## config.mk

```make
export PLATFORM = sky130hd
export DESIGN_NAME = pixel_stream_demux
export DESIGN_NICKNAME = d
export VERILOG_FILES = /design/src/rtl/pixel_stream_demux.sv
export SDC_FILE = /design/constraint.sdc
export NUM_CORES = 1
export LEC_CHECK = 0
export BUFFER_PORTS_ARGS = -buffer_cell sky130_fd_sc_hd__buf_2
export CAP_MARGIN = 20
export CORE_ASPECT_RATIO = 1.2
export CORE_MARGIN = 2
export CORE_UTILIZATION = 34
export CTS_CLUSTER_SIZE = 30
export DETAILED_ROUTE_END_ITERATION = 8
export GPL_ROUTABILITY_DRIVEN = 0
export PLACE_DENSITY = 0.69
export SKIP_CTS_REPAIR_TIMING = 1
export SLEW_MARGIN = 0
export SYNTH_ARGS = -nofsm -noshare
export SYNTH_HDL_FRONTEND = slang
export SYNTH_SLANG_ARGS = --single-unit
```

## constraint.sdc

```tcl
create_clock -name Clock -period 1.76 [get_ports Clock]
set_clock_uncertainty 0.15 [all_clocks]
set_input_delay 0.264 -clock Clock [delete_from_list [all_inputs] [get_ports Clock]]
set_output_delay 0.264 -clock Clock [all_outputs]
set_load 0.05 [all_outputs]
```

## src/rtl/pixel_stream_demux.sv

```systemverilog
// Purpose : route one pixel stream to one of two outputs, one whole frame at a time.
// Latency : 1 cycle from input acceptance to OutNValid.
// Backpres: InReady follows only the routed output's stage; the other output drains independently.
//
// Ports:
//   Clock, Reset          rising-edge clock, synchronous active-high reset
//   Select                route for the next frame (1 = Out1, 0 = Out2), sampled at frame start
//   InData/InValid/InLast input beat; InReady back to the source
//   OutN{Data,Valid,Last} registered output beat per output; OutNReady from downstream
//   FrameNCount           completed frames per output (wraps)
//   Busy                  high while a multi-beat frame is in progress
module pixel_stream_demux #(
  parameter int DATA_WIDTH  = 24,
  parameter int COUNT_WIDTH = 16
) (
  input  logic                   Clock,
  input  logic                   Reset,
  input  logic                   Select,
  input  logic [DATA_WIDTH-1:0]  InData,
  input  logic                   InValid,
  input  logic                   InLast,
  output logic                   InReady,
  output logic [DATA_WIDTH-1:0]  Out1Data,
  output logic                   Out1Valid,
  output logic                   Out1Last,
  input  logic                   Out1Ready,
  output logic [DATA_WIDTH-1:0]  Out2Data,
  output logic                   Out2Valid,
  output logic                   Out2Last,
  input  logic                   Out2Ready,
  output logic [COUNT_WIDTH-1:0] Frame1Count,
  output logic [COUNT_WIDTH-1:0] Frame2Count,
  output logic                   Busy
);

  typedef enum logic {IDLE = 1'b0, ACTIVE = 1'b1} state_t;

  // One beat as held in an output stage.
  typedef struct packed {
    logic                  last;
    logic [DATA_WIDTH-1:0] data;
  } beat_t;

  localparam logic [COUNT_WIDTH-1:0] CNT_ONE = {{(COUNT_WIDTH-1){1'b0}}, 1'b1};

  state_t state, state_nxt;
  logic   route_q, route_nxt;
  logic   route;
  logic   accept;
  logic   load1, load2;
  logic   room1, room2;

  beat_t  stage1_q, stage2_q;
  logic   vld1_q, vld2_q;
  logic [COUNT_WIDTH-1:0] cnt1_q, cnt2_q;

  // Route used this cycle: at a frame boundary Select is taken directly so a
  // new frame can start the cycle after the previous one ended.
  assign route = (state == IDLE) ? Select : route_q;

  // A stage can take a beat if it is empty or is being drained this cycle.
  assign room1   = !vld1_q || Out1Ready;
  assign room2   = !vld2_q || Out2Ready;
  assign InReady = route ? room1 : room2;

  assign accept = InValid && InReady;
  assign load1  = accept &&  route;
  assign load2  = accept && !route;

  // Next-state logic: the route is latched only when a multi-beat frame
  // opens; single-beat frames never leave IDLE.
  always_comb begin
    state_nxt = state;
    route_nxt = route_q;
    case (state)
      IDLE: begin
        if (accept && !InLast) begin
          state_nxt = ACTIVE;
          route_nxt = Select;
        end
      end
      ACTIVE: begin
        if (accept && InLast) begin
          state_nxt = IDLE;
        end
      end
      default: begin
        state_nxt = IDLE;
      end
    endcase
  end

  always_ff @(posedge Clock) begin
    if (Reset) begin
      state   <= IDLE;
      route_q <= 1'b0;
    end else begin
      state   <= state_nxt;
      route_q <= route_nxt;
    end
  end

  // Output stage 1. A load wins over a drain so a simultaneous drain and
  // load keeps the stage full and sustains one beat per cycle.
  always_ff @(posedge Clock) begin
    if (Reset) begin
      vld1_q   <= 1'b0;
      stage1_q <= '0;
    end else if (load1) begin
      vld1_q   <= 1'b1;
      stage1_q <= beat_t'{last: InLast, data: InData};
    end else if (vld1_q && Out1Ready) begin
      vld1_q   <= 1'b0;
    end
  end

  // Output stage 2, same behaviour.
  always_ff @(posedge Clock) begin
    if (Reset) begin
      vld2_q   <= 1'b0;
      stage2_q <= '0;
    end else if (load2) begin
      vld2_q   <= 1'b1;
      stage2_q <= beat_t'{last: InLast, data: InData};
    end else if (vld2_q && Out2Ready) begin
      vld2_q   <= 1'b0;
    end
  end

  // Frame counters advance when a frame's last beat is accepted, not when it
  // leaves the output stage; they wrap freely.
  always_ff @(posedge Clock) begin
    if (Reset) begin
      cnt1_q <= '0;
      cnt2_q <= '0;
    end else begin
      if (load1 && InLast) begin
        cnt1_q <= cnt1_q + CNT_ONE;
      end
      if (load2 && InLast) begin
        cnt2_q <= cnt2_q + CNT_ONE;
      end
    end
  end

  assign Out1Data    = stage1_q.data;
  assign Out1Last    = stage1_q.last;
  assign Out1Valid   = vld1_q;
  assign Out2Data    = stage2_q.data;
  assign Out2Last    = stage2_q.last;
  assign Out2Valid   = vld2_q;
  assign Frame1Count = cnt1_q;
  assign Frame2Count = cnt2_q;
  assign Busy        = (state == ACTIVE);

endmodule

```

Yosys cells after proc, flatten, opt, wreduce, memory -nomap -nowiden
Cells that the tools add are included.
Widths: inputs -> output; s select.
- output and inout port bits: 86
- logic and storage cells: 40
- register bits after elaboration: 86
- mux-type cells: 9
- bitwise logic cells: 1
- $add $sub $neg: 2
- reductions and logical operators: 18
- operators with widths (kind ; number):
    $add 16x1->16 const B ; 2
    $logic_and 1x1->1 ; 9
    $mux 1 ; 8
    $logic_not 1->1 ; 4
    $reduce_bool 2->1 ; 2
    $logic_or 1x1->1 ; 2
    $pmux 1 s2 ; 1
    $reduce_and 2->1 ; 1
    $not 1->1 ; 1

Logic depth before layout (Yosys ltp)
- depth in word-level cells: 7
- mapped depth: 7
- gate-level depth less buffers: 4

Worst setup path after synthesis
No wires, ideal clock.
- path type: register -> output
- from: reg (tool-made name)
- to: out InReady
- arrival: 1859 ps
- path slack: -513 ps
- required time: 1346 ps
- stages on the path, launching flop included: 4
- buffers on the path: 0
- cell sequence: dfxtp_1 mux2i_4 nor2_1 nor2_1
- RTL lines (what ; line ; RTL):
    end: declaration ; 22 ; output logic InReady,

==> PnR_summary.wiki <==
{| class="wikitable"
! Metric !! Value
|-
| Result of the run || finished, violations left
|-
| Violations in the final reports || setup timing
|-
| Worst hold-check path type || input port to flip-flop
|-
| Clock slew seen by the registers of the worst setup and hold paths || 60 ps
|-
| Layout filler cell count || 923
|-
| Register cell area after layout || 1780 um2
|-
| Detailed placement HPWL || 6660 um
|-
| Post-synthesis net count || 445
|-
| Count of different cell masters after synthesis || 31
|-
| Largest family of logic cells by synthesized area || simple AND/OR/NAND/NOR gates
|-
| Drt initial violations || 149
|-
| Crit end category || primary output
|-
| Initial antenna violation count || 0
|-
| Worst IR drop on VDD || 0.391 mV
|-
| Yosys top cell by area || sky130_fd_sc_hd__dfxtp_1
|-
| Average wire per standard cell || 14.4 um
|-
| Cell count of the worst hold path || 3
|-
| Most area-consuming cells after synthesis || sky130_fd_sc_hd__dfxtp_1, sky130_fd_sc_hd__nand2_1, sky130_fd_sc_hd__a21oi_1
|-
| Via count of the first global-routing pass || 3032
|-
| Wire length of the first global-routing pass || 14400 um
|-
| CTS root buffer || sky130_fd_sc_hd__clkbuf_16
|-
| Cells after DPL || 652
|-
| Total power consumption of the routed design || 4570 uW
|-
| Horizontal die dimension || 95.9 um
|-
| Post-route fraction of the period consumed by the critical path || 106%
|-
| Xor/xnor cell area share of the yosys netlist || 1.27%
|-
| Synth Instances || 412
|-
| Number of max-cap violations || 0
|-
| Reported leakage power || 0.00210 uW
|-
| YS warnings || 0
|-
| Crit path required time || 1350 ps
|-
| Sequential cell area fraction in the yosys report || 50.0%
|-
| Hold path startpoint || InData[22]
|-
| Combined global-route utilization of all metal layers || 16.9%
|-
| Maximum number of pins on one net before global-route repair || 32
|-
| Post-synthesis simple-gate area fraction || 25.6%
|-
| Post-synthesis area per instance || 8.35 um2
|-
| Commonest non-fill, non-tap cell in the layout || sky130_fd_sc_hd__buf_2
|-
| Setup repair after global routing missed its margin || true
|-
| Number of hold-slack violations in the final timing report || 0
|-
| Number of clock buffers inserted by TritonCTS || 9
|-
| Power per cell area || 920 nW/um2
|-
| Area fraction of the dominant cell type after synthesis || 50.0%
|-
| Pre-Repair DR Iteration Count || 4
|-
| Clock tree sinks || 86
|-
| Length in cells of the worst reg-to-reg path || 6
|-
| Setup Viol. Count Final || 5
|-
| Fin cells || 678
|-
| Final-layout worst hold slack || 30.4 ps
|-
| Maximum operating frequency || 0.537 GHz
|-
| # nets final || 580
|-
| Pins Over Slew Limit || 0
|-
| Yosys reg bits || 86
|-
| Share of the synthesized area in compound gates (AO/OA/AOI/OAI) || 15.9%
|-
| Port Buffer Count || 116
|-
| Type of the setup path with the least slack || flip-flop to primary output
|-
| Commonest non-fill, non-tap cells in the layout || sky130_fd_sc_hd__buf_2, sky130_fd_sc_hd__nand2_1, sky130_fd_sc_hd__dfxtp_1, sky130_fd_sc_hd__a21oi_1, sky130_fd_sc_hd__buf_4
|-
| Initial cell density of the core || 34.6%
|-
| Clock buffer depth || 2
|-
| Die span in y || 114 um
|-
| Slack of the worst reg-to-reg path || -50 ps
|-
| Crit-path max FO || 4
|-
| Hold EP || Out2Data[22]
|-
| Diodes inserted || 0
|-
| Arithmetic-cell share of the synthesized area counting full adders, half adders and majority gates || 0.727%
|-
| Combined area of all synthesized cells || 3440 um2
|-
| Reg-to-Reg End || Frame2Count[13]
|-
| Sum of overflow across all layers after global routing || 0
|-
| Number of vias in the routed layout || 3408
|-
| Worst skew pair latency || 330 ps
|-
| Count of antenna-violating nets left after detailed routing || 0
|-
| Number of top-level design ports || 117
|-
| Total wire length || 9780 um
|-
| H-tree depth reported by CTS || 3
|-
| TritonCTS clock tree || done
|-
| Total Die Area || 10900 um2
|-
| Std-Cell Core Area || 9960 um2
|-
| Synthesis-to-layout area growth || 44.4%
|-
| Slew HR || 74.2%
|-
| Rows || 40
|-
| Startpoint types || flip-flop
|-
| Worst slew pin tran || 388 ps
|-
| Drc violations || 0
|-
| Share of post-route cells with drive strength above 1 || 43.1%
|-
| Final critical-path required period || 1860 ps
|-
| Arrival time at the worst endpoint || 1450 ps
|-
| Per-cell via count in the routed design || 5.03
|-
| Final worst-path setup slack || -101 ps
|-
| Multiplexer fraction of the synthesized cell area || 2.62%
|-
| Combined area of the multi-input logic cells || 1810 um2
|}
[metal layers]
metal  up-vias  GRT usage (%)  wire, um
li1       1711              -         -
met5         -              0         0
met4         0           8.19       155
met2        84           28.4      4900
met1      1603           20.8      4350
met3        10           2.83       379
[area by class of cell]
class                      instances  share of cell area (%)
inverter                           3                   0.227
timing repair buffer             149                    19.1
clock inverter                     1                   0.101
clock buffer                      15                    5.19
multi-input combinational        298                    36.4
tap                              126                    3.17
sequential                        86                    35.8
[power breakdown]
part	switching, uW	internal, uW
clock	699	995
combinational	557	252
sequential	48.6	2020
[cell usage after synthesis]
| library cell | count |
|---|---|
| sky130_fd_sc_hd__a211oi_1 | 2 |
| sky130_fd_sc_hd__a21oi_1 | 75 |
| sky130_fd_sc_hd__and2_1 | 1 |
| sky130_fd_sc_hd__and3_1 | 7 |
| sky130_fd_sc_hd__and4_1 | 3 |
| sky130_fd_sc_hd__buf_2 | 10 |
| sky130_fd_sc_hd__buf_4 | 1 |
| sky130_fd_sc_hd__buf_6 | 1 |
| sky130_fd_sc_hd__clkbuf_1 | 14 |
| sky130_fd_sc_hd__dfxtp_1 | 86 |
| sky130_fd_sc_hd__ha_1 | 2 |
| sky130_fd_sc_hd__inv_1 | 3 |
| sky130_fd_sc_hd__mux2_2 | 2 |
| sky130_fd_sc_hd__mux2_4 | 1 |
| sky130_fd_sc_hd__mux2i_1 | 3 |
| sky130_fd_sc_hd__mux2i_4 | 1 |
| sky130_fd_sc_hd__nand2_1 | 108 |
| sky130_fd_sc_hd__nand2b_1 | 4 |
| sky130_fd_sc_hd__nand3_1 | 10 |
| sky130_fd_sc_hd__nand4_1 | 9 |
| sky130_fd_sc_hd__nand4_2 | 1 |
| sky130_fd_sc_hd__nand4b_4 | 1 |
| sky130_fd_sc_hd__nor2_1 | 13 |
| sky130_fd_sc_hd__nor2b_1 | 2 |
| sky130_fd_sc_hd__nor3_1 | 1 |
| sky130_fd_sc_hd__o21ai_0 | 6 |
| sky130_fd_sc_hd__o31ai_1 | 17 |
| sky130_fd_sc_hd__or3_1 | 6 |
| sky130_fd_sc_hd__or4_1 | 17 |
| sky130_fd_sc_hd__xnor2_1 | 2 |
| sky130_fd_sc_hd__xor2_1 | 3 |
[worst max-delay path, cell delays in order, from the launching register on]
cell and delay (ps):
sky130_fd_sc_hd__dfxtp_4 380, sky130_fd_sc_hd__mux2i_4 280, sky130_fd_sc_hd__buf_6 150, sky130_fd_sc_hd__nor2_4 40
sky130_fd_sc_hd__nor2_4 120, sky130_fd_sc_hd__buf_8 150
[logic make-up (layout without fill, tap and decap cells)]
family | after synthesis | after routing
XOR/XNOR | 5 | 5
AO/OA/AOI/OAI | 100 | 100
buffers and inverters | 29 | 168
multiplexers | 7 | 7
flip-flops | 86 | 86
AND/OR/NAND/NOR | 183 | 184
adder cells (fa/ha/maj) | 2 | 2
[worst max path at each step]
| stage | start | endpoint | cells past startpoint |
|---|---|---|---|
| after floorplan | flip-flop | Frame2Count[9] | 4 |
| after global placement | InValid | Frame1Count[15] | 6 |
| after detailed placement | InValid | Frame1Count[9] | 6 |
| after CTS | flip-flop | InReady | 5 |
| after global routing | flip-flop | InReady | 5 |
| final | flip-flop | InReady | 5 |
[registers in the layout, indices dropped and copies added, names as in the netlist, named ones only]
name,count
Out1Valid,1
Out1Last,1
Out2Data,24
Out2Valid,1
Out2Last,1
route_q,1
Frame1Count,16
Frame2Count,16
Out1Data,24
[through the flow]
step	setup slack (ps)	util [%]	setup TNS [ps]	instance area (um2)
global route	-151	49.9	-1440	4970
floorplan	-66.9	-	-181	3540
detailed placement	-43.5	43.8	-62.7	4370
CTS	-255	46.5	-301	4630
global placement	-3.22	43.8	-3.22	4370
finish	-101	49.9	-251	4970
Note: power is estimated with default switching activity, not from simulation.
